### src/rtl/xcvr_tx_pump_pkg.sv
// Shared definitions for the transceiver tx data pump.
//   pump_state_t      : pump FSM state encoding (IDLE=0, WAIT=1, RUN=2)
//   IDLE_WORD_DEFAULT : word sent when no FIFO data is available
//   UNDERRUN_CNT_W    : width of the saturating underrun counter
package xcvr_tx_pump_pkg;

  typedef enum logic [1:0] {
    ST_IDLE = 2'd0,
    ST_WAIT = 2'd1,
    ST_RUN  = 2'd2
  } pump_state_t;

  localparam logic [63:0] IDLE_WORD_DEFAULT = 64'h0707_0707_0707_0707;
  localparam int unsigned UNDERRUN_CNT_W    = 16;

endpackage

### src/rtl/xcvr_tx_pump_sat_cnt.sv
// Saturating up-counter used for the underrun count.
// Ports:
//   clk     : clock
//   reset_n : synchronous active-low reset, clears the count
//   inc     : increment request, ignored once the count is all-ones
//   count   : current count
module xcvr_tx_pump_sat_cnt #(
  parameter int unsigned WIDTH = 16
) (
  input  logic             clk,
  input  logic             reset_n,
  input  logic             inc,
  output logic [WIDTH-1:0] count
);

  always_ff @(posedge clk) begin
    if (!reset_n) begin
      count <= '0;
    end else if (inc && (count != '1)) begin
      count <= count + WIDTH'(1);
    end
  end

endmodule

### src/rtl/xcvr_tx_data_pump.sv
// Transceiver tx data pump: streams words from a non-show-ahead tx FIFO onto
// the transceiver parallel interface, filling gaps with IDLE_WORD.
// Optional feature macro: XCVR_TX_PUMP_UNDERRUN_CNT_EN builds the saturating
// underrun counter; without it underrun_count is tied to zero.
// Ports:
//   clk            : single clock, shared with the FIFO read side
//   reset_n        : synchronous active-low reset
//   enable         : streaming request
//   fifo_q         : FIFO read data, valid the cycle after fifo_rdreq
//   fifo_rdempty   : FIFO empty flag
//   fifo_rdreq     : FIFO read request (combinational)
//   tx_data        : transceiver parallel data (registered)
//   tx_is_idle     : high when tx_data carries IDLE_WORD
//   underrun       : sticky, set on first RUN cycle with an empty FIFO
//   underrun_count : saturating count of underrun cycles
//   state          : current FSM state encoding
module xcvr_tx_data_pump
  import xcvr_tx_pump_pkg::*;
#(
  parameter int unsigned START_DELAY = 4,
  parameter logic [63:0] IDLE_WORD   = IDLE_WORD_DEFAULT
) (
  input  logic                      clk,
  input  logic                      reset_n,
  input  logic                      enable,
  input  logic [63:0]               fifo_q,
  input  logic                      fifo_rdempty,
  output logic                      fifo_rdreq,
  output logic [63:0]               tx_data,
  output logic                      tx_is_idle,
  output logic                      underrun,
  output logic [UNDERRUN_CNT_W-1:0] underrun_count,
  output logic [1:0]                state
);

  // Delay counter runs 0..START_DELAY-1; the last low cycle moves to RUN.
  localparam int unsigned      DLY_W    = (START_DELAY > 1) ? $clog2(START_DELAY) : 1;
  localparam logic [DLY_W-1:0] DLY_LAST = DLY_W'(START_DELAY - 1);

  pump_state_t      state_q;
  pump_state_t      state_d;
  logic [DLY_W-1:0] dly_cnt;
  logic             dly_done;
  logic             rd_valid;
  logic             underrun_inc;

  assign dly_done     = ~fifo_rdempty && (dly_cnt == DLY_LAST);
  assign underrun_inc = (state_q == ST_RUN) && fifo_rdempty;
  assign state        = state_q;

  always_ff @(posedge clk) begin
    if (!reset_n) begin
      state_q <= ST_IDLE;
    end else begin
      state_q <= state_d;
    end
  end

  always_comb begin
    state_d    = state_q;
    fifo_rdreq = 1'b0;
    if (!enable) begin
      state_d = ST_IDLE;
    end else begin
      case (state_q)
        ST_IDLE: state_d = ST_WAIT;
        ST_WAIT: if (dly_done) state_d = ST_RUN;
        ST_RUN:  fifo_rdreq = ~fifo_rdempty;
        default: state_d = ST_IDLE;
      endcase
    end
    // Reset is combinationally folded in so no read escapes while reset_n is low.
    if (!reset_n) begin
      fifo_rdreq = 1'b0;
    end
  end

  // Counting only while in WAIT with the FIFO non-empty; any other condition
  // (empty pulse, leaving WAIT, sitting in IDLE) restarts it from zero, which
  // also guarantees a fresh count on every entry to WAIT.
  always_ff @(posedge clk) begin
    if (!reset_n) begin
      dly_cnt <= '0;
    end else if ((state_q == ST_WAIT) && enable && ~fifo_rdempty && !dly_done) begin
      dly_cnt <= dly_cnt + DLY_W'(1);
    end else begin
      dly_cnt <= '0;
    end
  end

  always_ff @(posedge clk) begin
    if (!reset_n) begin
      rd_valid   <= 1'b0;
      tx_data    <= IDLE_WORD;
      tx_is_idle <= 1'b1;
      underrun   <= 1'b0;
    end else begin
      rd_valid <= fifo_rdreq;
      if (rd_valid) begin
        tx_data    <= fifo_q;
        tx_is_idle <= 1'b0;
      end else begin
        tx_data    <= IDLE_WORD;
        tx_is_idle <= 1'b1;
      end
      if (underrun_inc) begin
        underrun <= 1'b1;
      end
    end
  end

`ifdef XCVR_TX_PUMP_UNDERRUN_CNT_EN
  xcvr_tx_pump_sat_cnt #(
    .WIDTH (UNDERRUN_CNT_W)
  ) u_underrun_cnt (
    .clk     (clk),
    .reset_n (reset_n),
    .inc     (underrun_inc),
    .count   (underrun_count)
  );
`else
  assign underrun_count = '0;
`endif

endmodule

### config.mk
export PLATFORM = sky130hd
export DESIGN_NAME = xcvr_tx_data_pump
export DESIGN_NICKNAME = d
export VERILOG_FILES = /design/src/rtl/xcvr_tx_pump_pkg.sv /design/src/rtl/xcvr_tx_pump_sat_cnt.sv /design/src/rtl/xcvr_tx_data_pump.sv
export SDC_FILE = /design/constraint.sdc
export NUM_CORES = 1
export LEC_CHECK = 0
export BUFFER_PORTS_ARGS = -buffer_cell sky130_fd_sc_hd__buf_2
export CAP_MARGIN = 10
export CELL_PAD_IN_SITES_DETAIL_PLACEMENT = 0
export CELL_PAD_IN_SITES_GLOBAL_PLACEMENT = 1
export CORE_AREA = 2 2 87 89
export DETAILED_ROUTE_END_ITERATION = 8
export DIE_AREA = 0 0 89 91
export HOLD_SLACK_MARGIN = 0.15
export MAX_ROUTING_LAYER = met4
export PLACE_DENSITY = 0.77
export SLEW_MARGIN = 20
export SYNTH_ARGS = -nofsm -noshare
export SYNTH_HDL_FRONTEND = slang
export SYNTH_SLANG_ARGS = --single-unit
### constraint.sdc
create_clock -name clk -period 1.54 [get_ports clk]
set_input_delay 0.308 -clock clk [delete_from_list [all_inputs] [get_ports clk]]
set_output_delay 0.308 -clock clk [all_outputs]
set_load 0.03 [all_outputs]
==> impl_metrics.toml, run 1 <==
[clocking]
cts_max_level = 3
cts_tree = "built"
clk_latency_ns = 0.33
clockRootBuffer = "clkbuf_8"
numCtsBuffers = 9
postCtsSetupBuffers = 0
path_clk_slew_ns = 0.07
clockBufferDepth = 2
cts.sinks = 71

[timing]
drv_slew = 0
setup_viol = 0
hold_viol = 0
min_period_ns = 1.43
finalCritPeriodShare_pct = 92.9
finClkSkew_ns = 0.00585
finalSetupTns_ns = 0
max_freq_mhz = 699
rsz0062_at_grt = "no"

[worst_setup_path]
crit_type = "register to primary output"
endpoint_kind = "primary output"
worst-path-max-fanout = 6
crit_start = "state[0]$_SDFFE_PN0P_"
cp-start-kind = "register"
reg2reg_from = "rd_valid$_SDFF_PN0_"
required_ns = 1.23
arrival_ns = 1.12

[logic_synthesis]
yosysSeqAreaShare_pct = 67.4
syn_avg_cell_area_sq_um = 11.8
synth_top_area_share_pct = 67.4
yosys_warnings = 0
syn_inst = 179
synth_area_sq_mm = 0.00211
yosys-top-cells-area = "dfxtp_1, and3_1, buf_4, or2_1, or2_2"
yosysUniqueCellTypes = 21
synth_area_leader_cell = "dfxtp_1"
ys_ff_latch = 71

[hold_path]
holdCritStartpoint = "fifo_q[40]"
hold_path.class = "input port to register"

[power_and_ir_drop]
power.switching_mw = 0.765
seqPwrFrac_pct = 52.6
switching_share_pct = 21.9
combPwrFrac_pct = 5.9
vdd_drop_max_uv = 313
leakagePower_nw = 1.71
p_per_area_mw_per_mm2 = 1070
p_int_mw = 2.73
post-layout-total-power_mw = 3.49
pwr-share-clk_pct = 41.4

[die]
start_util_pct = 29.6
io_pins = 153
dieArea_sq_mm = 0.00810
row_count = 31
die_width_microns = 89
core_sq_mm = 0.00714
fp.dieH_microns = 91

[placement]
portBuffers = 136
place_congestion = 0.683
place_area_sq_mm = 0.00283
place_hpwl_mm = 3.47
dp.cells = 406

[job]
max_cap_violations = 0

[global_routing]
grtUsageTotal_pct = 13.3
antenna_found_initial = 0
overflow = 0
grt_pass1_wl_mm = 7.91
grt_max_degree = 41
grt_pass1_vias = 1644

[layout]
fin_area_sq_mm = 0.00326
fin_cells = 444
drive_gt1_share_pct = 47.0
fin_nets = 410
syn_to_final_growth_pct = 54.6
antenna_cells = 0

[route]
num_vias = 1764
drcViolationCount = 0
finalWirelength_mm = 5.26
antenna_left = 0
dr.pass1.iters = 4
post_drt_via_cell_ratio = 3.97
drt-initial-drc-count = 22
wl_per_cell_microns = 11.8

[outcome]
status = "completed"
[power groups by stage]
stage                     clock [mW]  combinational, mW  sequential [mW]
final                           1.45              0.208             1.84
after global routing            1.59              0.228             1.84
after CTS                       1.51              0.205             1.84
after detailed placement           0              0.161             1.88
after global placement             0              0.160             1.88
after floorplan                    0             0.0981             1.88
[per-layer routing]
| metal | track usage [%] | up-vias | wire [microns] |
|---|---|---|---|
| li1 | - | 876 | - |
| met3 | 5.91 | 13 | 676 |
| met5 | - | - | 0 |
| met4 | 6.34 | 0 | 92 |
| met2 | 19.3 | 107 | 2200 |
| met1 | 15.6 | 768 | 2290 |
[kinds of logic (layout without fill, tap and decap cells)]
| family | Yosys count | count (layout) | synth area share [%] |
|---|---|---|---|
| simple gates | 75 | 75 | 22.4 |
| flops | 71 | 71 | 67.4 |
| buf+inv | 28 | 179 | 8.54 |
| compound gates | 3 | 3 | 0.890 |
| fa+ha+maj | 1 | 1 | 0.593 |
| other cells | 1 | 16 | 0.178 |
[timing repair]
action	in CTS	in global routing
hold endpoints to repair	22	1
resized for setup	0	3
hold buffers	22	1
setup endpoints to repair	0	1
[metrics by stage]
step,worst slack (ns),util [%],hold WS (ns)
6_report,0.109,45.7,0.173
5_1_grt,0.0379,45.7,0.151
4_1_cts,0.0219,45.4,0.151
3_5_place_dp,0.288,39.6,0.421
3_3_place_gp,0.285,39.6,0.415
2_1_floorplan,0.159,-,0.387
[final timing paths]
path,slack (ns),cells after the start,endpoint
max,0.11,3,fifo_rdreq
min,0.17,2,tx_data[40]$_SDFF_PN1_
max reg2reg,0.52,2,tx_data[40]$_SDFF_PN1_
min reg2reg,0.43,1,dly_cnt[0]$_SDFF_PN0_
[worst max-delay path, cell delays in order (launching register included)]
cell	delay (ns)
dfxtp_1	0.35
nand2b_4	0.16
nor3_2	0.10
buf_4	0.18
[layout make-up]
class | instances | area, sq um
Inverter | 2 | 7.51
Sequential cell | 71 | 1420
Clock inverter | 5 | 57.6
Timing Repair Buffer | 162 | 936
Fill cell | 682 | 3880
Multi-Input combinational cell | 95 | 577
Tap cell | 99 | 124
Clock buffer | 10 | 138
[state kept, by name, summed over array words and instances, names as in the netlist]
signal,flops
rd_valid,1
state,2
tx_data,64
dly_cnt,2
underrun,1
tx_is_idle,1
[Yosys cell counts, drive strengths merged]
master and count:
buf 18, or2 24, a21oi 1, nor4 2, and3b 1, nor3 2
conb 1, dfxtp 71, clkbuf 8, o21a 1, nand4bb 1, inv 2
nand2 2, ha 1, a31oi 1, nand3b 1, and3 40, nand2b 2
[cell usage in the layout (no fill, tap or decap)]
cell type	count
buf_2	135
dfxtp_1	71
and3_1	40
dlygate4sd3_1	23
or2_1	19
conb_1	16
clkbuf_8	10
or2_2	5
buf_4	4
inv_1	2
nor4_1	2
clkinv_2	2
nand2_1	1
nand2b_4	1
nor3_2	1
nand2_2	1
nand3b_1	1
a31oi_1	1
nand2b_1	1
nand4bb_1	1
a21oi_1	1
and3b_1	1
o21a_1	1
nor3_1	1
ha_1	1
inv_6	1
clkinv_4	1
bufinv_16	1
Power figures use the tool's default switching activity.
==> run 2: changes to the inputs <==
--- a/config.mk
+++ b/config.mk
@@ -7,2 +7,3 @@
 export LEC_CHECK = 0
+export ABC_AREA = 1
 export BUFFER_PORTS_ARGS = -buffer_cell sky130_fd_sc_hd__buf_2
@@ -11,8 +12,8 @@
 export CELL_PAD_IN_SITES_GLOBAL_PLACEMENT = 1
-export CORE_AREA = 2 2 87 89
+export CORE_AREA = 2 2 88 90
 export DETAILED_ROUTE_END_ITERATION = 8
-export DIE_AREA = 0 0 89 91
+export DIE_AREA = 0 0 90 92
 export HOLD_SLACK_MARGIN = 0.15
 export MAX_ROUTING_LAYER = met4
-export PLACE_DENSITY = 0.77
+export PLACE_DENSITY = 0.78
 export SLEW_MARGIN = 20
--- a/constraint.sdc
+++ b/constraint.sdc
@@ -3,2 +3,2 @@
 set_output_delay 0.308 -clock clk [all_outputs]
-set_load 0.03 [all_outputs]
+set_load 0.02 [all_outputs]
==> impl_metrics.toml, run 2 <==
[placement]
dp.cells = 457
place_area_sq_mm = 0.00288
place_congestion = 0.667
portBuffers = 136
place_hpwl_mm = 3.36
dp_slack_ns = 0.349

[layout]
layout_common_cells = "buf_2, dfxtp_1, nor2_1, inv_1, dlygate4sd3_1"
top_register = "tx_data"
drive_gt1_share_pct = 44.0
fin_cells = 493
fin_nets = 455
antenna_cells = 0
largest_reg_flops = 64
final_common_cell = "buf_2"
fin_area_sq_mm = 0.00331
syn_to_final_growth_pct = 53.9

[clocking]
cts.sinks = 71
cts_tree = "built"
clockBufferDepth = 2
clk_latency_ns = 0.33
clockRootBuffer = "clkbuf_8"
cts_max_level = 3
path_clk_slew_ns = 0.07
numCtsBuffers = 9

[logic_synthesis]
synth_top_area_share_pct = 66.1
syn_inst = 223
yosysUniqueCellTypes = 16
synth_common_cells = "dfxtp_1, nor2_1, inv_1"
synth-edff-count = 0
syn_avg_cell_area_sq_um = 9.64
async_flop_share_pct = 0
synth_area_leader_cell = "dfxtp_1"
yosys_warnings = 0
dominantRegCellSynth = "dfxtp_1"
synth_area_sq_mm = 0.00215
yosys-top-cells-area = "dfxtp_1, nor2_1, inv_1, buf_4, or2_2"
yosysSeqAreaShare_pct = 66.1
synth.most_common_cell = "dfxtp_1"
ys_ff_latch = 71

[route]
num_vias = 1800
dr.pass1.iters = 4
finalWirelength_mm = 4.65
drcViolationCount = 0
post_drt_via_cell_ratio = 3.65
drt-initial-drc-count = 34
wl_per_cell_microns = 9.43
antenna_left = 0

[hold_path]
holdCritStartpoint = "fifo_q[49]"
hold_path.class = "input port to register"

[outcome]
status = "completed"

[worst_setup_path]
endpoint_kind = "primary output"
slowest_stage = "dfxtp_1"
worst-path-max-fanout = 3
required_ns = 1.23
cp-start-kind = "register"
max_stage_delay_ns = 0.32
arrival_ns = 1.13
crit_start = "state[0]$_SDFFE_PN0P_"
crit_buf_inv = 2
path_cells = "inv_1 -> nand2_1 -> nor3_2 -> buf_2"
reg2reg_from = "rd_valid$_SDFF_PN0_"
cp_top_family = "flip-flops"
crit_type = "register to primary output"
rrSetupSlack_ns = 0.53

[timing]
setup_viol = 0
min_period_ns = 1.44
finalSetupTns_ns = 0
setup_ws_ns = 0.104
max_freq_mhz = 696
finalCritPeriodShare_pct = 93.2
holdWs_ns = 0.168
finClkSkew_ns = 0.00742
hold_viol = 0
drv_slew = 0

[die]
start_util_pct = 28.9
fp.dieH_microns = 92
row_count = 32
dieArea_sq_mm = 0.00828
io_pins = 153
die_width_microns = 90
core_sq_mm = 0.00745

[global_routing]
antenna_found_initial = 0
grt_pass1_wl_mm = 7.52
grt_pass1_vias = 1771
top_usage_layer = "met2"
grt_util_met1_pct = 11.7
overflow = 0
grtUsageTotal_pct = 11.7
grt_max_degree = 29
met3_usage_pct = 6.08
gr-usage-met2_pct = 19.5

[power_and_ir_drop]
vdd_drop_max_uv = 416
leakagePower_nw = 1.78
p_per_area_mw_per_mm2 = 1100

[job]
max_cap_violations = 0
==> run 2: changes by cell type in the layout (fill, tap and decap cells not counted), moves of 4 or more <==
cell and delta:
nor2_1 +46, inv_1 +43, and3_1 -40, or2_1 -9, or2_2 +9, nand2_1 +4
==> run 2: layout make-up <==
cell class	instances	area (sq um)
Fill cell	747	4140
Clock inverter	5	81.3
Clock buffer	11	141
Sequential cell	71	1420
Multi-Input combinational cell	99	458
Inverter	45	169
Timing Repair Buffer	160	911
Tap cell	102	128
==> run 2: final timing paths <==
path	endpoint	cells past startpoint
max	fifo_rdreq	4
min	tx_data[49]$_SDFF_PN1_	2
max reg2reg	tx_data[48]$_SDFF_PN1_	3
min reg2reg	dly_cnt[0]$_SDFF_PN0_	1
==> run 2: routing by layer <==
metal | part of all wire [%] | vias up
li1 | - | 921
met1 | 40 | 768
met2 | 46 | 102
met3 | 12 | 9
met4 | 1.8 | 0
met5 | 0 | -
==> run 2: logic make-up (layout without fill, tap and decap cells) <==
logic type	after synthesis	count (layout)	share of synthesized area, %
adders and majority gates	1	1	0.582
other	1	16	0.174
buffers and inverters	68	221	15.6
DFF	71	71	66.1
AOI/OAI and AO/OA	2	2	0.582
and+or+nand+nor	80	80	17.0
==> run 2: what timing repair did <==
item | in CTS | in global routing
hold endpoints to repair | 20 | 0
resized for setup | 0 | 2
setup buffers | 0 | 0
setup endpoints to repair | 0 | 1
hold buffers | 20 | 0
==> run 2: worst register-to-register path, stage by stage, from the launching register on <==
cell and delay (ns):
dfxtp_1 0.33, nand2_2 0.06, buf_4 0.20, or2_2 0.30
==> run 2: through the flow <==
step | utilization, % | power, mW
6_report | 44.5 | 3.63
5_1_grt | 44.5 | 3.81
4_1_cts | 44.4 | 3.71
3_3_place_gp | 38.7 | 2.03
3_5_place_dp | 38.7 | 2.03
2_1_floorplan | - | 1.97
==> run 2: power breakdown <==
part / total [mW] / switching (mW) / internal, mW
Clock: 1.60 / 0.647 / 0.957
Combinational: 0.188 / 0.0860 / 0.102
Sequential: 1.84 / 0.00116 / 1.84
Total: 3.63 / 0.734 / 2.90
==> run 3: changes to the inputs <==
Settings changed: RECOVER_POWER set to 100.
==> impl_metrics.toml, run 3 (synthesis results as in run 2) <==
[clocking]
cts_max_level = 3
clockRootBuffer = "clkbuf_8"
postCtsSetupBuffers = 0
clockBufferDepth = 2
path_clk_slew_ns = 0.07
cts.sinks = 71
clk_latency_ns = 0.33
numCtsBuffers = 9
cts_tree = "built"

[placement]
dp_slack_ns = 0.349
dp.cells = 457
portBuffers = 136
place_hpwl_mm = 3.36
place_congestion = 0.667

[worst_setup_path]
crit_type = "register to primary output"
arrival_ns = 1.13
endpoint_kind = "primary output"
worst-path-max-fanout = 3
cp-start-kind = "register"
required_ns = 1.23

[die]
row_count = 32
dieArea_sq_mm = 0.00828
io_pins = 153
die_width_microns = 90
start_util_pct = 28.9
core_sq_mm = 0.00745
fp.dieH_microns = 92

[global_routing]
grt_max_degree = 29
overflow = 0
antenna_found_initial = 0
grt_pass1_vias = 1771
grt_pass1_wl_mm = 7.52
grtUsageTotal_pct = 11.7

[layout]
fin_nets = 455
syn_to_final_growth_pct = 49.4
layout_common_cells = "clkbuf_1, dfxtp_1, buf_2, nor2_1, inv_1"
fin_cells = 493
antenna_cells = 0
top_register = "tx_data"
largest_reg_flops = 64
drive_gt1_share_pct = 26.1

[hold_path]
hold_path.class = "input port to register"

[timing]
hold_viol = 0
setup_viol = 0
finClkSkew_ns = 0.00781
finalCritPeriodShare_pct = 93.4
finalSetupTns_ns = 0
drv_slew = 0
min_period_ns = 1.44
setup_ws_ns = 0.102
max_freq_mhz = 695

[route]
antenna_left = 0
finalWirelength_mm = 4.73
dr.pass1.iters = 4
drt-initial-drc-count = 29
drcViolationCount = 0
wl_per_cell_microns = 9.58
post_drt_via_cell_ratio = 3.65
num_vias = 1800

[outcome]
status = "completed"

[power_and_ir_drop]
p_per_area_mw_per_mm2 = 1130
leakagePower_nw = 1.56
vdd_drop_max_uv = 417

[job]
max_cap_violations = 0
[run 3: where the power goes]
part | total [mW] | switching, mW | leakage [nW] | internal (mW)
logic | 0.188 | 0.0858 | 0.875 | 0.102
registers | 1.84 | 0.00116 | 0.573 | 1.84
clock network | 1.61 | 0.651 | 0.110 | 0.957
total | 3.63 | 0.738 | 1.56 | 2.90
[run 3: cell type report]
| type | instances | area, sq um |
|---|---|---|
| Clock buffer | 11 | 141 |
| Sequential cell | 71 | 1420 |
| Clock inverter | 5 | 81.3 |
| Inverter | 45 | 169 |
| Tap cell | 102 | 128 |
| Fill cell | 769 | 4230 |
| Multi-Input combinational cell | 99 | 455 |
| Timing Repair Buffer | 160 | 817 |
[run 3: worst paths after layout]
path	from	end	slack [ns]	cells past startpoint
min reg2reg	dly_cnt[0]$_SDFF_PN0_	dly_cnt[0]$_SDFF_PN0_	0.42	1
max reg2reg	rd_valid$_SDFF_PN0_	tx_data[23]$_SDFF_PN0_	0.33	4
max	state[0]$_SDFFE_PN0P_	fifo_rdreq	0.10	4
min	fifo_q[49]	tx_data[49]$_SDFF_PN1_	0.17	2
[run 3: timing repair]
action	4_1_cts	5_1_grt
endpoints found under the setup margin	0	1
hold buffers	20	0
resized for setup	0	2
endpoints found under the hold margin	20	0
[run 3: layer usage]
layer / track usage [%] / vias up / part of all wire, %
met1: 11.7 / 765 / 41
met4: 4.23 / 0 / 1.7
met5: - / - / 0
li1: - / 922 / -
met3: 6.08 / 9 / 11
met2: 19.5 / 104 / 46
[run 3: critical path, stage by stage (launching register included)]
cell	delay [ns]
dfxtp_1	0.32
inv_1	0.08
nand2_1	0.10
nor3_2	0.12
buf_2	0.18
[run 3: metrics by stage]
stage	power (mW)	instance area (sq um)	util [%]	hold slack (ns)
after global placement	2.03	2880	38.7	0.407
final	3.63	3210	43.2	0.169
after detailed placement	2.03	2880	38.7	0.416
after floorplan	1.97	2210	-	0.387
after CTS	3.71	3300	44.4	0.151
after global routing	3.80	3210	43.2	0.154
